`src/rtl/ksz8851_bus_cycle_if.sv`:
```
// Host-side bundle for the KSZ8851 bus cycle engine: the register-access
// request from the sequencer, the published status, and the chip-facing pins.
interface ksz8851_bus_cycle_if;
    logic [7:0]  offset;
    logic        length;
    logic        WR;
    logic [15:0] writeData;
    logic        NewCommand;
    logic        Dummy_Write;
    logic [3:0]  state;
    logic [15:0] readData;
    logic        eth_csn;
    logic        eth_rdn;
    logic        eth_wrn;
    logic        eth_cmd;
    logic [15:0] eth_data_out;
    logic        eth_data_oe;
    logic [15:0] eth_data_in;

    // Engine side: takes requests and the bus input, drives strobes and status.
    modport slave (
        input  offset, length, WR, writeData, NewCommand, Dummy_Write, eth_data_in,
        output state, readData, eth_csn, eth_rdn, eth_wrn, eth_cmd,
               eth_data_out, eth_data_oe
    );

    // Sequencer / chip side: issues requests and supplies the bus input.
    modport master (
        output offset, length, WR, writeData, NewCommand, Dummy_Write, eth_data_in,
        input  state, readData, eth_csn, eth_rdn, eth_wrn, eth_cmd,
               eth_data_out, eth_data_oe
    );
endinterface

```
`src/rtl/ksz8851_bus_cycle.sv`:
```
// KSZ8851 16-bit parallel host-bus cycle engine. Each request becomes a
// command (address) phase followed by a read or write data phase; a
// Dummy_Write burst repeats write data phases with no command phase.
// Strobes are decoded straight from the state so a reset releases them
// at the same edge that forces the engine back to Wait.
module ksz8851_bus_cycle #(
    parameter int unsigned STROBE_CYCLES = 1
) (
    input  logic             clk40m,
    input  logic             reset,
    ksz8851_bus_cycle_if.slave bus
);

    typedef enum logic [3:0] {
        ST_ADDR0  = 4'd0,
        ST_ADDR1  = 4'd1,
        ST_ADDR2  = 4'd2,
        ST_READ0  = 4'd3,
        ST_READ1  = 4'd4,
        ST_READ2  = 4'd5,
        ST_WRITE0 = 4'd6,
        ST_WRITE1 = 4'd7,
        ST_WRITE2 = 4'd8,
        ST_WAIT   = 4'd9
    } cycle_state_t;

    localparam logic [3:0] STROBE_LAST = 4'(STROBE_CYCLES - 1);

    cycle_state_t cur_state;
    cycle_state_t next_state;
    logic [3:0]   strobe_cnt;
    logic         strobe_done;
    logic         wr_q;
    logic [15:0]  data_reg;
    logic [15:0]  read_reg;
    logic [3:0]   byte_en;
    logic         csn;
    logic         rdn;
    logic         wrn;
    logic         cmd_phase;
    logic         drive_en;

    assign strobe_done = (strobe_cnt == STROBE_LAST);

    // Word accesses select a byte-lane pair by offset[1]; byte accesses select one lane.
    assign byte_en = bus.length ? (bus.offset[1] ? 4'b1100 : 4'b0011)
                                : (4'b0001 << bus.offset[1:0]);

    // State register and strobe-width counter; the counter restarts on every state change.
    always_ff @(posedge clk40m) begin
        if (reset) begin
            cur_state  <= ST_WAIT;
            strobe_cnt <= 4'd0;
        end else begin
            cur_state <= next_state;
            if (next_state != cur_state) begin
                strobe_cnt <= 4'd0;
            end else if (strobe_cnt != 4'hF) begin
                strobe_cnt <= strobe_cnt + 4'd1;
            end
        end
    end

    // Next-state selection; a pending burst word outranks a new addressed command.
    always_comb begin
        next_state = cur_state;
        case (cur_state)
            ST_WAIT:   if (bus.NewCommand) next_state = ST_ADDR0;
            ST_ADDR0:  next_state = ST_ADDR1;
            ST_ADDR1:  if (strobe_done) next_state = ST_ADDR2;
            ST_ADDR2:  next_state = wr_q ? ST_WRITE0 : ST_READ0;
            ST_READ0:  next_state = ST_READ1;
            ST_READ1:  if (strobe_done) next_state = ST_READ2;
            ST_WRITE0: next_state = ST_WRITE1;
            ST_WRITE1: if (strobe_done) next_state = ST_WRITE2;
            ST_READ2, ST_WRITE2: begin
                if (bus.Dummy_Write) begin
                    next_state = ST_WRITE0;
                end else if (bus.NewCommand) begin
                    next_state = ST_ADDR0;
                end else begin
                    next_state = ST_WAIT;
                end
            end
            default:   next_state = ST_WAIT;
        endcase
    end

    // Pin levels per state; rdn and wrn are never decoded low in the same state.
    always_comb begin
        csn       = 1'b0;
        rdn       = 1'b1;
        wrn       = 1'b1;
        cmd_phase = 1'b0;
        drive_en  = 1'b0;
        case (cur_state)
            ST_ADDR0, ST_ADDR2: begin
                cmd_phase = 1'b1;
                drive_en  = 1'b1;
            end
            ST_ADDR1: begin
                cmd_phase = 1'b1;
                drive_en  = 1'b1;
                wrn       = 1'b0;
            end
            ST_READ0, ST_READ1: rdn = 1'b0;
            ST_READ2:           rdn = 1'b1;
            ST_WRITE0, ST_WRITE2: drive_en = 1'b1;
            ST_WRITE1: begin
                drive_en = 1'b1;
                wrn      = 1'b0;
            end
            default:   csn = 1'b1;
        endcase
    end

    // Datapath captures: the command word and direction in Addr0, the write word
    // in Write0, and the bus word at the Read2 exit edge. Only the direction has to
    // persist, so a burst never disturbs the addressed register.
    always_ff @(posedge clk40m) begin
        if (reset) begin
            wr_q     <= 1'b0;
            data_reg <= 16'h0000;
            read_reg <= 16'h0000;
        end else begin
            case (cur_state)
                ST_ADDR0: begin
                    wr_q     <= bus.WR;
                    data_reg <= {byte_en, 4'b0000, bus.offset};
                end
                ST_WRITE0: data_reg <= bus.writeData;
                ST_READ2:  read_reg <= bus.eth_data_in;
                default: ;
            endcase
        end
    end

    assign bus.state        = cur_state;
    assign bus.readData     = read_reg;
    assign bus.eth_csn      = csn;
    assign bus.eth_rdn      = rdn;
    assign bus.eth_wrn      = wrn;
    assign bus.eth_cmd      = cmd_phase;
    assign bus.eth_data_out = data_reg;
    assign bus.eth_data_oe  = drive_en;

endmodule

```
`src/flat_wrapper.sv`:
```
// flat-port wrapper written by rule: the top's interface ports become plain ports
module ksz8851_bus_cycle_flat 
#(
    parameter int unsigned STROBE_CYCLES = 1
)
  (clk40m, reset, bus_offset, bus_length, bus_WR, bus_writeData, bus_NewCommand, bus_Dummy_Write, bus_eth_data_in, bus_state, bus_readData, bus_eth_csn, bus_eth_rdn, bus_eth_wrn, bus_eth_cmd, bus_eth_data_out, bus_eth_data_oe);
  ksz8851_bus_cycle_if bus_i ();
  input  logic clk40m;
  input  logic reset;
  input wire logic [$bits(bus_i.offset)-1:0] bus_offset;
  input wire logic [$bits(bus_i.length)-1:0] bus_length;
  input wire logic [$bits(bus_i.WR)-1:0] bus_WR;
  input wire logic [$bits(bus_i.writeData)-1:0] bus_writeData;
  input wire logic [$bits(bus_i.NewCommand)-1:0] bus_NewCommand;
  input wire logic [$bits(bus_i.Dummy_Write)-1:0] bus_Dummy_Write;
  input wire logic [$bits(bus_i.eth_data_in)-1:0] bus_eth_data_in;
  output wire logic [$bits(bus_i.state)-1:0] bus_state;
  output wire logic [$bits(bus_i.readData)-1:0] bus_readData;
  output wire logic [$bits(bus_i.eth_csn)-1:0] bus_eth_csn;
  output wire logic [$bits(bus_i.eth_rdn)-1:0] bus_eth_rdn;
  output wire logic [$bits(bus_i.eth_wrn)-1:0] bus_eth_wrn;
  output wire logic [$bits(bus_i.eth_cmd)-1:0] bus_eth_cmd;
  output wire logic [$bits(bus_i.eth_data_out)-1:0] bus_eth_data_out;
  output wire logic [$bits(bus_i.eth_data_oe)-1:0] bus_eth_data_oe;
  assign bus_i.offset = bus_offset;
  assign bus_i.length = bus_length;
  assign bus_i.WR = bus_WR;
  assign bus_i.writeData = bus_writeData;
  assign bus_i.NewCommand = bus_NewCommand;
  assign bus_i.Dummy_Write = bus_Dummy_Write;
  assign bus_i.eth_data_in = bus_eth_data_in;
  assign bus_state = bus_i.state;
  assign bus_readData = bus_i.readData;
  assign bus_eth_csn = bus_i.eth_csn;
  assign bus_eth_rdn = bus_i.eth_rdn;
  assign bus_eth_wrn = bus_i.eth_wrn;
  assign bus_eth_cmd = bus_i.eth_cmd;
  assign bus_eth_data_out = bus_i.eth_data_out;
  assign bus_eth_data_oe = bus_i.eth_data_oe;
  ksz8851_bus_cycle #(.STROBE_CYCLES(STROBE_CYCLES)) u_core (.clk40m(clk40m), .reset(reset), .bus(bus_i));
endmodule
```
`config.mk`:
```
export PLATFORM = sky130hd
export DESIGN_NAME = ksz8851_bus_cycle_flat
export DESIGN_NICKNAME = d
export VERILOG_FILES = /design/src/rtl/ksz8851_bus_cycle_if.sv /design/src/rtl/ksz8851_bus_cycle.sv /design/src/flat_wrapper.sv
export SDC_FILE = /design/constraint.sdc
export NUM_CORES = 1
export LEC_CHECK = 0
export ABC_AREA = 0
export BUFFER_PORTS_ARGS = -buffer_cell sky130_fd_sc_hd__buf_2
export CAP_MARGIN = 20
export CORE_ASPECT_RATIO = 1.2
export CORE_MARGIN = 4
export CORE_UTILIZATION = 45
export DETAILED_ROUTE_END_ITERATION = 10
export GPL_ROUTABILITY_DRIVEN = 0
export GPL_TIMING_DRIVEN = 0
export HOLD_SLACK_MARGIN = 0.06
export PLACE_DENSITY = 0.87
export SYNTH_ARGS = -nofsm -noshare
export SYNTH_HDL_FRONTEND = slang
export SYNTH_SLANG_ARGS = --single-unit
```
`constraint.sdc`:
```
create_clock -name clk40m -period 2.1 [get_ports clk40m]
set_input_delay 0.315 -clock clk40m [delete_from_list [all_inputs] [get_ports clk40m]]
set_output_delay 0.315 -clock clk40m [all_outputs]
set_load 0.01 [all_outputs]
```
==> results of run 1 <==
-- registers in the layout, summed over array words and instances, names as in the netlist --
name	cells
u_core.bus.eth_data_out	16
u_core.bus.readData	16
u_core.strobe_cnt	4
u_core.wr_q	1
u_core.bus.state	4
-- final cells by class --
type | count | area, µm² | share of cell area [%]
plain buffers | 22 | 130 | 4.90
clock buffers | 7 | 96.3 | 3.63
clock inverters | 1 | 5.00 | 0.188
inverters | 5 | 18.8 | 0.706
multi-input cells | 191 | 1090 | 41.0
flip-flops and latches | 41 | 822 | 30.9
well taps | 56 | 70.1 | 2.64
repair buffers | 85 | 425 | 16.0
-- worst max-delay path, delay by kind of cell (launching register included) --
| family | cells | cell delay [ns] |
|---|---|---|
| buf+inv | 3 | 0.52 |
| simple gates | 1 | 0.35 |
| flops | 1 | 0.34 |
| compound gates | 1 | 0.17 |
-- routing by layer --
layer  vias to the layer above  wire (µm)  track usage [%]
met5                         -          0                0
met4                         0         83             7.23
met3                         7        393             5.14
met2                        74       2570             32.5
met1                       980       2230             22.0
li1                       1090          -                -
-- per-stage QoR --
step / area (µm²) / utilization, % / setup WS (ns) / instances
after floorplan: 2040 / - / 0.432 / 259
after global placement: 2540 / 58.7 / 0.0740 / 400
after CTS: 2650 / 61.1 / 0.00493 / 408
after detailed placement: 2540 / 58.7 / 0.0797 / 400
after global routing: 2660 / 61.4 / 0.0216 / 408
final: 2660 / 61.4 / 0.109 / 408
-- synthesized netlist by cell type (all sizes together) --
master,count,share of area [%]
clkbuf,10,1.8
mux2i,3,1.5
o22ai,1,0.31
a21boi,2,0.73
o211ai,1,0.37
nor3,13,3.2
and2,1,0.31
a311oi,7,3.0
nand4b,1,0.43
xnor2,1,0.43
a211oi,7,2.6
a22oi,4,1.5
ha,2,1.2
buf,12,4.0
nor4bb,2,0.98
nor2,19,3.5
nor4b,1,0.43
nand4bb,1,0.55
o21a,2,0.73
a222oi,1,0.49
a211o,1,0.43
a31oi,2,0.61
nand3,4,0.98
inv,5,0.92
nor4,1,1.0
dfxtp,41,40
a21oi,25,6.1
nor2b,5,1.5
a221oi,2,1.2
nor3b,5,1.8
nand3b,1,0.37
or2,4,1.2
nand2b,3,0.92
nand4,1,0.31
or3b,3,1.4
a22o,1,0.43
or4bb,1,0.55
o21ai,7,1.7
nand2,56,10
-- power groups by stage --
stage                     combinational [W]  sequential, W  clock, W
after floorplan                    0.000275       0.000862         0
after global placement             0.000426       0.000849         0
after detailed placement           0.000433       0.000849         0
after CTS                          0.000438       0.000831  0.000575
after global routing               0.000493       0.000837  0.000601
final                              0.000446       0.000833  0.000559
-- what timing repair did --
item	in CTS	in global routing
pin swaps	0	0
endpoints found under the setup margin	2	3
resized for setup	2	7
-- worst max-delay path by stage --
stage                                 startpoint                                   end  slack, ns
3_3_place_gp      u_core.bus.state[0]$_SDFF_PP1_   u_core.bus.readData[9]$_SDFFE_PP0N_       0.07
3_5_place_dp      u_core.bus.state[0]$_SDFF_PP1_  u_core.bus.readData[11]$_SDFFE_PP0N_       0.08
6_report          u_core.bus.state[1]$_SDFF_PP0_                           bus_eth_csn       0.11
2_1_floorplan     u_core.bus.state[2]$_SDFF_PP0_     u_core.strobe_cnt[0]$_SDFFE_PP0P_       0.43
5_1_grt        u_core.strobe_cnt[0]$_SDFFE_PP0P_     u_core.strobe_cnt[1]$_SDFFE_PP0P_       0.02
4_1_cts           u_core.bus.state[3]$_SDFF_PP1_                       bus_eth_data_oe      0.005
-- layout by cell type (no fill, tap or decap), types with 2 or more instances in the layout --
cell type / n
a22oi_1: 4
clkbuf_4: 2
a21oi_1: 25
nand2_1: 56
dfxtp_1: 40
o21ai_1: 2
nor3b_1: 5
nor2_1: 19
or2_2: 3
nor4bb_1: 2
ha_1: 2
inv_1: 5
buf_2: 90
mux2i_1: 3
nor3_1: 13
o21a_1: 2
o21ai_0: 5
buf_6: 4
a311oi_1: 7
nand2b_1: 3
a21boi_0: 2
a31oi_1: 2
clkbuf_8: 7
clkbuf_1: 9
nand3_1: 4
a211oi_1: 6
nor2b_1: 5
-- cells by family (layout without fill, tap and decap cells) --
kind of cell,Yosys count,after routing,synth area share (%)
AND/OR/NAND/NOR,122,122,29.8
AO/OA/AOI/OAI,63,63,20.1
flip-flops,41,41,40.1
buffers and inverters,27,120,6.79
multiplexers,3,3,1.47
adder cells (fa/ha/maj),2,2,1.22
XOR/XNOR,1,1,0.428
==> results.md, run 1 <==
* CP Class: register to primary output
* CTS clk-pin slew, worst paths at about 0.07 ns
* Vias in the first global route at around 2000
* Layout area overhead at 30.0%
* Antenna violations before repair at 0
* Initial Util at between 40% and 50%
* Post-Syn Area at around 2000 µm²
* Max stage delay on crit path at about 0.35 ns
* PortBufs at 85
* Sink Count at 41
* # H-tree levels at 2
* Max VDD drop at about 510 µV
* Pre-antenna DRT Iters at 4
* Pleak at 1.16 nW
* Clock share of power at a little under a third
* Cell count after synthesis at 259
* CTS tree: yes
* Routed Antenna Nets at 0
* Max Cap Viol at 0
* Combinational share of power at between 20% and 30%
* Worst reg2reg path depth at 7
* Crit end category: primary output
* Drt total wl at ~5300 µm
* Core Rows at 26
* Vias at about 2200
* Switching Fraction at ~29%
* Internal power at ~0.0013 W
* Final Hold Fails at 0
* Clock buffer depth at 2
* HP Start: bus_eth_data_in[2]
* # setup viols final at 0
* Clk_lat worst skew at 0.30 ns
* Run status: complete, no violations
* Required time of the critical path at 1.78 ns
* Worst Hold Class: input pin to register
* Post-synthesis sequential area ratio at between 40% and 50%
* Initial DRC Count at approximately 180
* Fmax at roughly 0.50 GHz
* Worst slew pin tran at ~0.56 ns
* Largest net degree at the start of global routing at 13
* Post-synthesis cell type count at 46
* Layout Nets at 399
* Worst slew margin at 62.6%
* Die area at between 5000 and 6000 µm²
* Vias per cell at between 5 and 6
* Io pins at a little under 90
* Worst Path Max Fanout at 10
* Pins Over Slew Limit at 0
* DRC at 0
* Clock skew at 0.00529 ns
* Final Cycle Share at around 95%
* Die span in x at 69.5 µm
* Post-DP HPWL at about 4000 µm
* RR Endpoint: u_core.bus.eth_data_out[0]$_SDFFE_PP0P_
* First-pass GRT wire length at roughly 8700 µm
* CP max stage cell: or2_2
* Core area at around 4300 µm²
* Root cell of the clock tree: clkbuf_8
* DIE HEIGHT at between 80 and 90 µm
* Hold Buf Count CTS at 0
* Hold WS at 0.248 ns
* Net count after synthesis at between 300 and 400
* Crit-path cells: buf_6, clkbuf_1, or2_2, o21a_1, buf_2
* Startpoint Class: register
* Hold path depth at 3
* Yosys reg bits at 41
* R2R Path Start: u_core.bus.state[1]$_SDFF_PP0_
* Psw at around 0.00053 W
* # fillers at ~390
* Fraction of layout cells with a size suffix above 1 at roughly a third
* Critical Path AT at 1.68 ns
* Total gr overflow at 0
* Diodes inserted at 0
* TNS Setup at 0 ns
* Reg power frac at a little under half
* Wire length per cell at 12.9 µm
* Number of CTS-inserted buffers at 5
* Gr usage total at a little under a fifth
* R2r setup slk at approximately 0.25 ns
* Unrepaired setup endpoints after global routing: false
* Syn. warnings at 0
* Shortest period the worst path allows at ~2 ns
* Setup Fix Bufs, Post-CTS at 0
* Pwr Density at a little under 700 nW/µm²
* Tot Pwr at about 0.0018 W
* Synthesized area per cell at 7.89 µm²
* Hold Crit Endpoint: u_core.bus.readData[2]$_SDFFE_PP0N_
No activity file was read; power rests on OpenSTA's default activity.
==> run 2, diff against run 1 <==
- ABC_CLOCK_PERIOD_IN_PS: default -> 2100
- BUFFER_PORTS_ARGS: -buffer_cell sky130_fd_sc_hd__buf_2 -> default
- DONT_BUFFER_PORTS: default -> 1
- PLACE_DENSITY: 0.87 -> 0.71
==> results.md, run 2 (synthesis results as in run 1) <==
* Required time of the critical path at 1.78 ns (about the same)
* Worst slew pin tran at 0.568 ns (was 0.560 ns)
* Busiest layer in global routing: met2 (unchanged)
* Vias at 1855 (was 2151)
* Setup Fix Bufs, Post-CTS at 0 (unchanged)
* Hold path depth at 2 (was 3)
* Worst Path Max Fanout at 10 (unchanged)
* Diodes inserted at 0 (unchanged)
* Die area at 5690 µm² (unchanged)
* Internal power at 0.00130 W (was 0.00131 W)
* CTS clk-pin slew, worst paths at 0.09 ns (was 0.07 ns)
* Reg power frac at 46.0% (was 45.3%)
* Post-route cell area at 2240 µm² (was 2660 µm²)
* Commonest cells after routing, fill and taps aside: nand2_1, dfxtp_1, a21oi_1 (was buf_2, nand2_1, dfxtp_1)
* Post-DP HPWL at 3770 µm (was 3980 µm)
* Core Rows at 26 (unchanged)
* Met2 Use GR at 28.4% (was 32.5%)
* # setup viols final at 0 (unchanged)
* RR Endpoint: u_core.bus.eth_data_out[15]$_SDFFE_PP0P_ (was u_core.bus.eth_data_out[0]$_SDFFE_PP0P_)
* Io pins at 87 (unchanged)
* Shortest period the worst path allows at 2.02 ns (was 1.99 ns)
* Worst Hold Class: input pin to register (unchanged)
* Number of CTS-inserted buffers at 5 (unchanged)
* DRC at 0 (unchanged)
* Pleak at 0.771 nW (was 1.16 nW)
* Placed instance area at 2110 µm² (was 2540 µm²)
* Antenna violations before repair at 0 (unchanged)
* Vias in the first global route at 1750 (was 1967)
* Fraction of layout cells with a size suffix above 1 at 10.9% (was 32.4%)
* Hold Buf Count CTS at 0 (unchanged)
* Final Cycle Share at 96.1% (was 94.8%)
* Max Cap Viol at 0 (unchanged)
* Hold Crit Endpoint: u_core.bus.readData[8]$_SDFFE_PP0N_ (was u_core.bus.readData[2]$_SDFFE_PP0N_)
* Wire length per cell at 15.8 µm (was 12.9 µm)
* Clock buffer depth at 2 (unchanged)
* HP Start: bus_eth_data_in[8] (was bus_eth_data_in[2])
* Pins Over Slew Limit at 0 (unchanged)
* Clock share of power at 35.5% (was 30.4%)
* PortBufs at 0 (was 85)
* Critical Path AT at 1.70 ns (was 1.68 ns)
* Run status: complete, no violations (unchanged)
* Worst slew margin at 62.0% (was 62.6%)
* Placed Cells at 315 (was 400)
* Clk_lat worst skew at 0.30 ns (about the same)
* Worst reg2reg path depth at 7 (unchanged)
* # H-tree levels at 2 (unchanged)
* Non-Filler Instances at 323 (was 408)
* Met1 track demand over resource at 22.2% (was 22.0%)
* Most common cell after layout, fill and taps aside: nand2_1 (was buf_2)
* DIE HEIGHT at 81.8 µm (unchanged)
* Layout area overhead at 9.49% (was 30.0%)
* Pre-antenna DRT Iters at 5 (was 4)
* First-pass GRT wire length at 8340 µm (was 8650 µm)
* Total gr overflow at 0 (unchanged)
* Sink Count at 41 (unchanged)
* Crit end category: primary output (unchanged)
* Routed Antenna Nets at 0 (unchanged)
* Core area at 4330 µm² (unchanged)
* Pwr Density at 827 nW/µm² (was 692 nW/µm²)
* Drt total wl at 5100 µm (was 5280 µm)
* Startpoint Class: register (unchanged)
* Max VDD drop at 561 µV (was 509 µV)
* Combinational share of power at 18.5% (was 24.3%)
* Unrepaired setup endpoints after global routing: false (unchanged)
* Clock skew at 0.00473 ns (was 0.00529 ns)
* Switching Fraction at 29.6% (was 28.9%)
* Psw at 0.000549 W (was 0.000532 W)
* Initial Util at 47.3% (unchanged)
* Gr usage total at 18.2% (was 18.7%)
* TNS Setup at 0 ns (unchanged)
* Root cell of the clock tree: clkbuf_8 (unchanged)
* Initial DRC Count at 176 (was 175)
* CTS tree: yes (unchanged)
* Met3 GRT Util at 7.10% (was 5.14%)
* R2r setup slk at 0.19 ns (was 0.25 ns)
* Layout Nets at 314 (was 399)
* Fmax at 0.495 GHz (was 0.502 GHz)
* Die span in x at 69.5 µm (unchanged)
* Largest net degree at the start of global routing at 15 (was 13)
* Final Hold Fails at 0 (unchanged)
* Vias per cell at 5.74 (was 5.27)
* CP Class: register to primary output (unchanged)
* R2R Path Start: u_core.bus.state[1]$_SDFF_PP0_ (unchanged)
[run 2: metrics by stage]
step | worst slack [ns] | hold slack [ns] | utilization [%] | total power [W]
6_report | 0.0810 | 0.137 | 51.7 | 0.00185
3_5_place_dp | -0.0160 | 0.459 | 48.9 | 0.00120
2_1_floorplan | 0.432 | 0.451 | - | 0.00114
3_3_place_gp | -0.0325 | 0.453 | 48.9 | 0.00120
4_1_cts | 0.00491 | 0.131 | 51.7 | 0.00186
5_1_grt | 0.00959 | 0.133 | 51.7 | 0.00193
[run 2: how the worst max path moves through the flow]
stage,start,to,slack (ns),cells after the start
3_3_place_gp,u_core.bus.state[0]$_SDFF_PP1_,u_core.bus.readData[10]$_SDFFE_PP0N_,-0.03,6
4_1_cts,u_core.bus.state[3]$_SDFF_PP1_,bus_eth_csn,0.005,4
6_report,u_core.bus.state[3]$_SDFF_PP1_,bus_eth_data_oe,0.08,5
2_1_floorplan,u_core.bus.state[2]$_SDFF_PP0_,u_core.strobe_cnt[0]$_SDFFE_PP0P_,0.43,7
5_1_grt,u_core.bus.state[1]$_SDFF_PP0_,u_core.bus.eth_data_out[12]$_SDFFE_PP0P_,0.01,7
3_5_place_dp,u_core.bus.state[0]$_SDFF_PP1_,u_core.bus.readData[6]$_SDFFE_PP0N_,-0.02,6
[run 2: critical path, cell delays in order, from the launching register on]
cell and delay, ns:
dfxtp_1 0.35, buf_2 0.18, buf_2 0.19, clkbuf_2 0.21, o21a_1 0.22, a211oi_2 0.24
[run 2: what timing repair did]
| action | 4_1_cts | 5_1_grt |
|---|---|---|
| cloned | 0 | 0 |
| setup endpoints to repair | 12 | 4 |
| resized for setup | 3 | 2 |
[run 2: power groups by stage]
stage / Clock, W / Combinational [W] / Sequential, W
final: 0.000658 / 0.000342 / 0.000853
after global routing: 0.000691 / 0.000379 / 0.000858
after CTS: 0.000665 / 0.000338 / 0.000854
after detailed placement: 0 / 0.000332 / 0.000872
after global placement: 0 / 0.000330 / 0.000871
after floorplan: 0 / 0.000275 / 0.000862
[run 2: area by class of cell]
| cell class | instances | area [µm²] |
|---|---|---|
| Fill cell | 429 | 2090 |
| Multi-Input combinational cell | 191 | 1090 |
| Sequential cell | 41 | 822 |
| Buffer | 22 | 123 |
| Tap cell | 56 | 70.1 |
| Clock buffer | 5 | 68.8 |
| Clock inverter | 3 | 46.3 |
| Inverter | 5 | 18.8 |
[run 2: layer usage]
layer  vias up  share of wire, %
met5         -                 0
met4         0               2.1
met3        12               8.8
met2        74                46
met1       848                43
li1        921                 -
==> run 3, diff against run 2 <==
- ABC_CLOCK_PERIOD_IN_PS: 2100 -> 1900
- clock period: 2.1 -> 1.9 ns (I/O delays scaled with it)
==> results.md, run 3 (synthesis results as in run 1) <==
* Shortest period the worst path allows at ~1.8 ns
* Die area at 5690 µm² (unchanged)
* Clock skew at 0.00513 ns (was 0.00473 ns)
* Fraction of layout cells with a size suffix above 1 at 16.0% (was 10.9%)
* Wire length per cell at 16.0 µm (was 15.8 µm)
* Diodes inserted at 0 (unchanged)
* Layout area overhead at 12.9% (was 9.49%)
* Drt total wl at 5170 µm (was 5100 µm)
* R2R Path Start: u_core.bus.state[3]$_SDFF_PP1_ (was u_core.bus.state[1]$_SDFF_PP0_)
* RR Endpoint: u_core.strobe_cnt[2]$_SDFFE_PP0P_ (was u_core.bus.eth_data_out[15]$_SDFFE_PP0P_)
* Run status: complete, no violations (unchanged)
* Layout Nets at 315 (was 314)
* Worst slew margin at 67.6% (was 62.0%)
* Largest net degree at the start of global routing at 15 (unchanged)
* CTS tree: yes (unchanged)
* Hold Buf Count CTS at 0 (unchanged)
* PortBufs at 0 (unchanged)
* # setup viols final at 0 (unchanged)
* Vias in the first global route at 1776 (was 1750)
* # fillers at 424 (was 429)
* Die span in x at 69.5 µm (unchanged)
* Initial Util at 47.3% (unchanged)
* Core Rows at 26 (unchanged)
* Routed Antenna Nets at 0 (unchanged)
* Root cell of the clock tree: clkbuf_8 (unchanged)
* Pins Over Slew Limit at 0 (unchanged)
* Gr usage total at 18.3% (was 18.2%)
* Vias at 1869 (was 1855)
* Initial DRC Count at 174 (was 176)
* Critical Path AT at 1.54 ns (was 1.70 ns)
* Clk_lat worst skew at 0.30 ns (about the same)
* Worst Hold Class: input pin to register (unchanged)
* TNS Setup at 0 ns (unchanged)
* Number of CTS-inserted buffers at 5 (unchanged)
* Antenna violations before repair at 0 (unchanged)
* Post-DP HPWL at 3770 µm (unchanged)
* Worst slew pin tran at 0.486 ns (was 0.568 ns)
* Worst Path Max Fanout at 10 (unchanged)
* HP Start: bus_eth_data_in[8] (unchanged)
* Most common cell after layout, fill and taps aside: nand2_1 (unchanged)
* First-pass GRT wire length at 8370 µm (was 8340 µm)
* Final Hold Fails at 0 (unchanged)
* Final core occ at 53.4% (was 51.7%)
* DIE HEIGHT at 81.8 µm (unchanged)
* R2r setup slk at 0.10 ns (was 0.19 ns)
* Worst reg2reg path depth at 7 (unchanged)
* Sink Count at 41 (unchanged)
* Total gr overflow at 0 (unchanged)
* Vias per cell at 5.77 (was 5.74)
* CTS clk-pin slew, worst paths at 0.09 ns (about the same)
* Commonest cells after routing, fill and taps aside: nand2_1, dfxtp_1, a21oi_1 (unchanged)
* Fmax at between 0.5 and 0.6 GHz
* Startpoint Class: register (unchanged)
* Core area at 4330 µm² (unchanged)
* Max VDD drop at 625 µV (was 561 µV)
* Io pins at 87 (unchanged)
* Pwr Density at 898 nW/µm² (was 827 nW/µm²)
* CP Class: register to primary output (unchanged)
* Crit end category: primary output (unchanged)
* Clock buffer depth at 2 (unchanged)
* Area of the multi-input gates at 1110 µm² (was 1090 µm²)
* Hold path depth at 2 (unchanged)
* Required time of the critical path at 1.62 ns (was 1.78 ns)
* Final Cycle Share at approximately 96%
* Pleak at 0.807 nW (was 0.771 nW)
* Pre-antenna DRT Iters at 4 (was 5)
* Hold Crit Endpoint: u_core.bus.readData[8]$_SDFFE_PP0N_ (unchanged)
* Unrepaired setup endpoints after global routing: true (was false)
* DRC at 0 (unchanged)
* Max Cap Viol at 0 (unchanged)
* Register area at 832 µm² (was 822 µm²)
* # H-tree levels at 2 (unchanged)
-- run 3: cell count changes in the layout (fill, tap and decap cells not counted), sizes merged --
| cell | previous run | this run |
|---|---|---|
| clkbuf | 15 | 16 |
-- run 3: critical path: stages, from the launching register on --
cell and delay, ns:
dfxtp_4 0.37, buf_6 0.14, clkbuf_2 0.19, or2_2 0.32, o21a_1 0.22
-- run 3: worst max path at each step --
stage,start,to,slack [ns],cells past startpoint
2_1_floorplan,u_core.bus.state[2]$_SDFF_PP0_,u_core.strobe_cnt[0]$_SDFFE_PP0P_,0.23,7
3_3_place_gp,u_core.bus.state[0]$_SDFF_PP1_,u_core.bus.readData[10]$_SDFFE_PP0N_,-0.23,6
3_5_place_dp,u_core.bus.state[0]$_SDFF_PP1_,u_core.bus.readData[6]$_SDFFE_PP0N_,-0.22,6
4_1_cts,u_core.bus.state[0]$_SDFF_PP1_,bus_eth_rdn,0.01,4
5_1_grt,u_core.strobe_cnt[1]$_SDFFE_PP0P_,u_core.strobe_cnt[3]$_SDFFE_PP0P_,-0.004,7
6_report,u_core.bus.state[1]$_SDFF_PP0_,bus_eth_csn,0.08,4
-- run 3: metal layers --
metal  wire length, µm  vias up  share of wire (%)  track usage, %
met5                 0        -                  0               0
met4               114        0                2.2            8.98
met3               532       12                 10            7.22
met2              2390       85                 46            28.5
met1              2130      847                 41            22.0
li1                  -      925                  -               -
-- run 3: area by class of cell --
class / count / area share (%)
repair buffers: 1 / 0.325
plain buffers: 22 / 6.72
inverters: 5 / 0.813
clock inverters: 3 / 2.01
multi-input cells: 191 / 48.1
well taps: 56 / 3.04
clock buffers: 5 / 2.98
flip-flops and latches: 41 / 36.0
-- run 3: per-stage QoR --
| stage | setup slack (ns) | hold slack [ns] | instance area (µm²) | cells | power [W] |
|---|---|---|---|---|---|
| finish | 0.0772 | 0.108 | 2310 | 324 | 0.00207 |
| global route | -0.00442 | 0.103 | 2310 | 324 | 0.00217 |
| CTS | 0.0132 | 0.101 | 2260 | 323 | 0.00207 |
| detailed placement | -0.216 | 0.429 | 2110 | 315 | 0.00133 |
| global placement | -0.232 | 0.423 | 2110 | 315 | 0.00133 |
| floorplan | 0.232 | 0.421 | 2040 | 259 | 0.00126 |
-- run 3: what timing repair did --
action	CTS	global route
setup endpoints to repair	16	19
setup buffers	0	1
resized for setup	15	15
pin swaps	1	1
cloned	0	0
-- run 3: report_power, final --
part           switching, W  leakage [nW]  internal, W  total (W)
Sequential        0.0000483         0.333     0.000898   0.000946
Clock              0.000328        0.0543     0.000393   0.000721
Combinational      0.000232         0.419     0.000175   0.000406
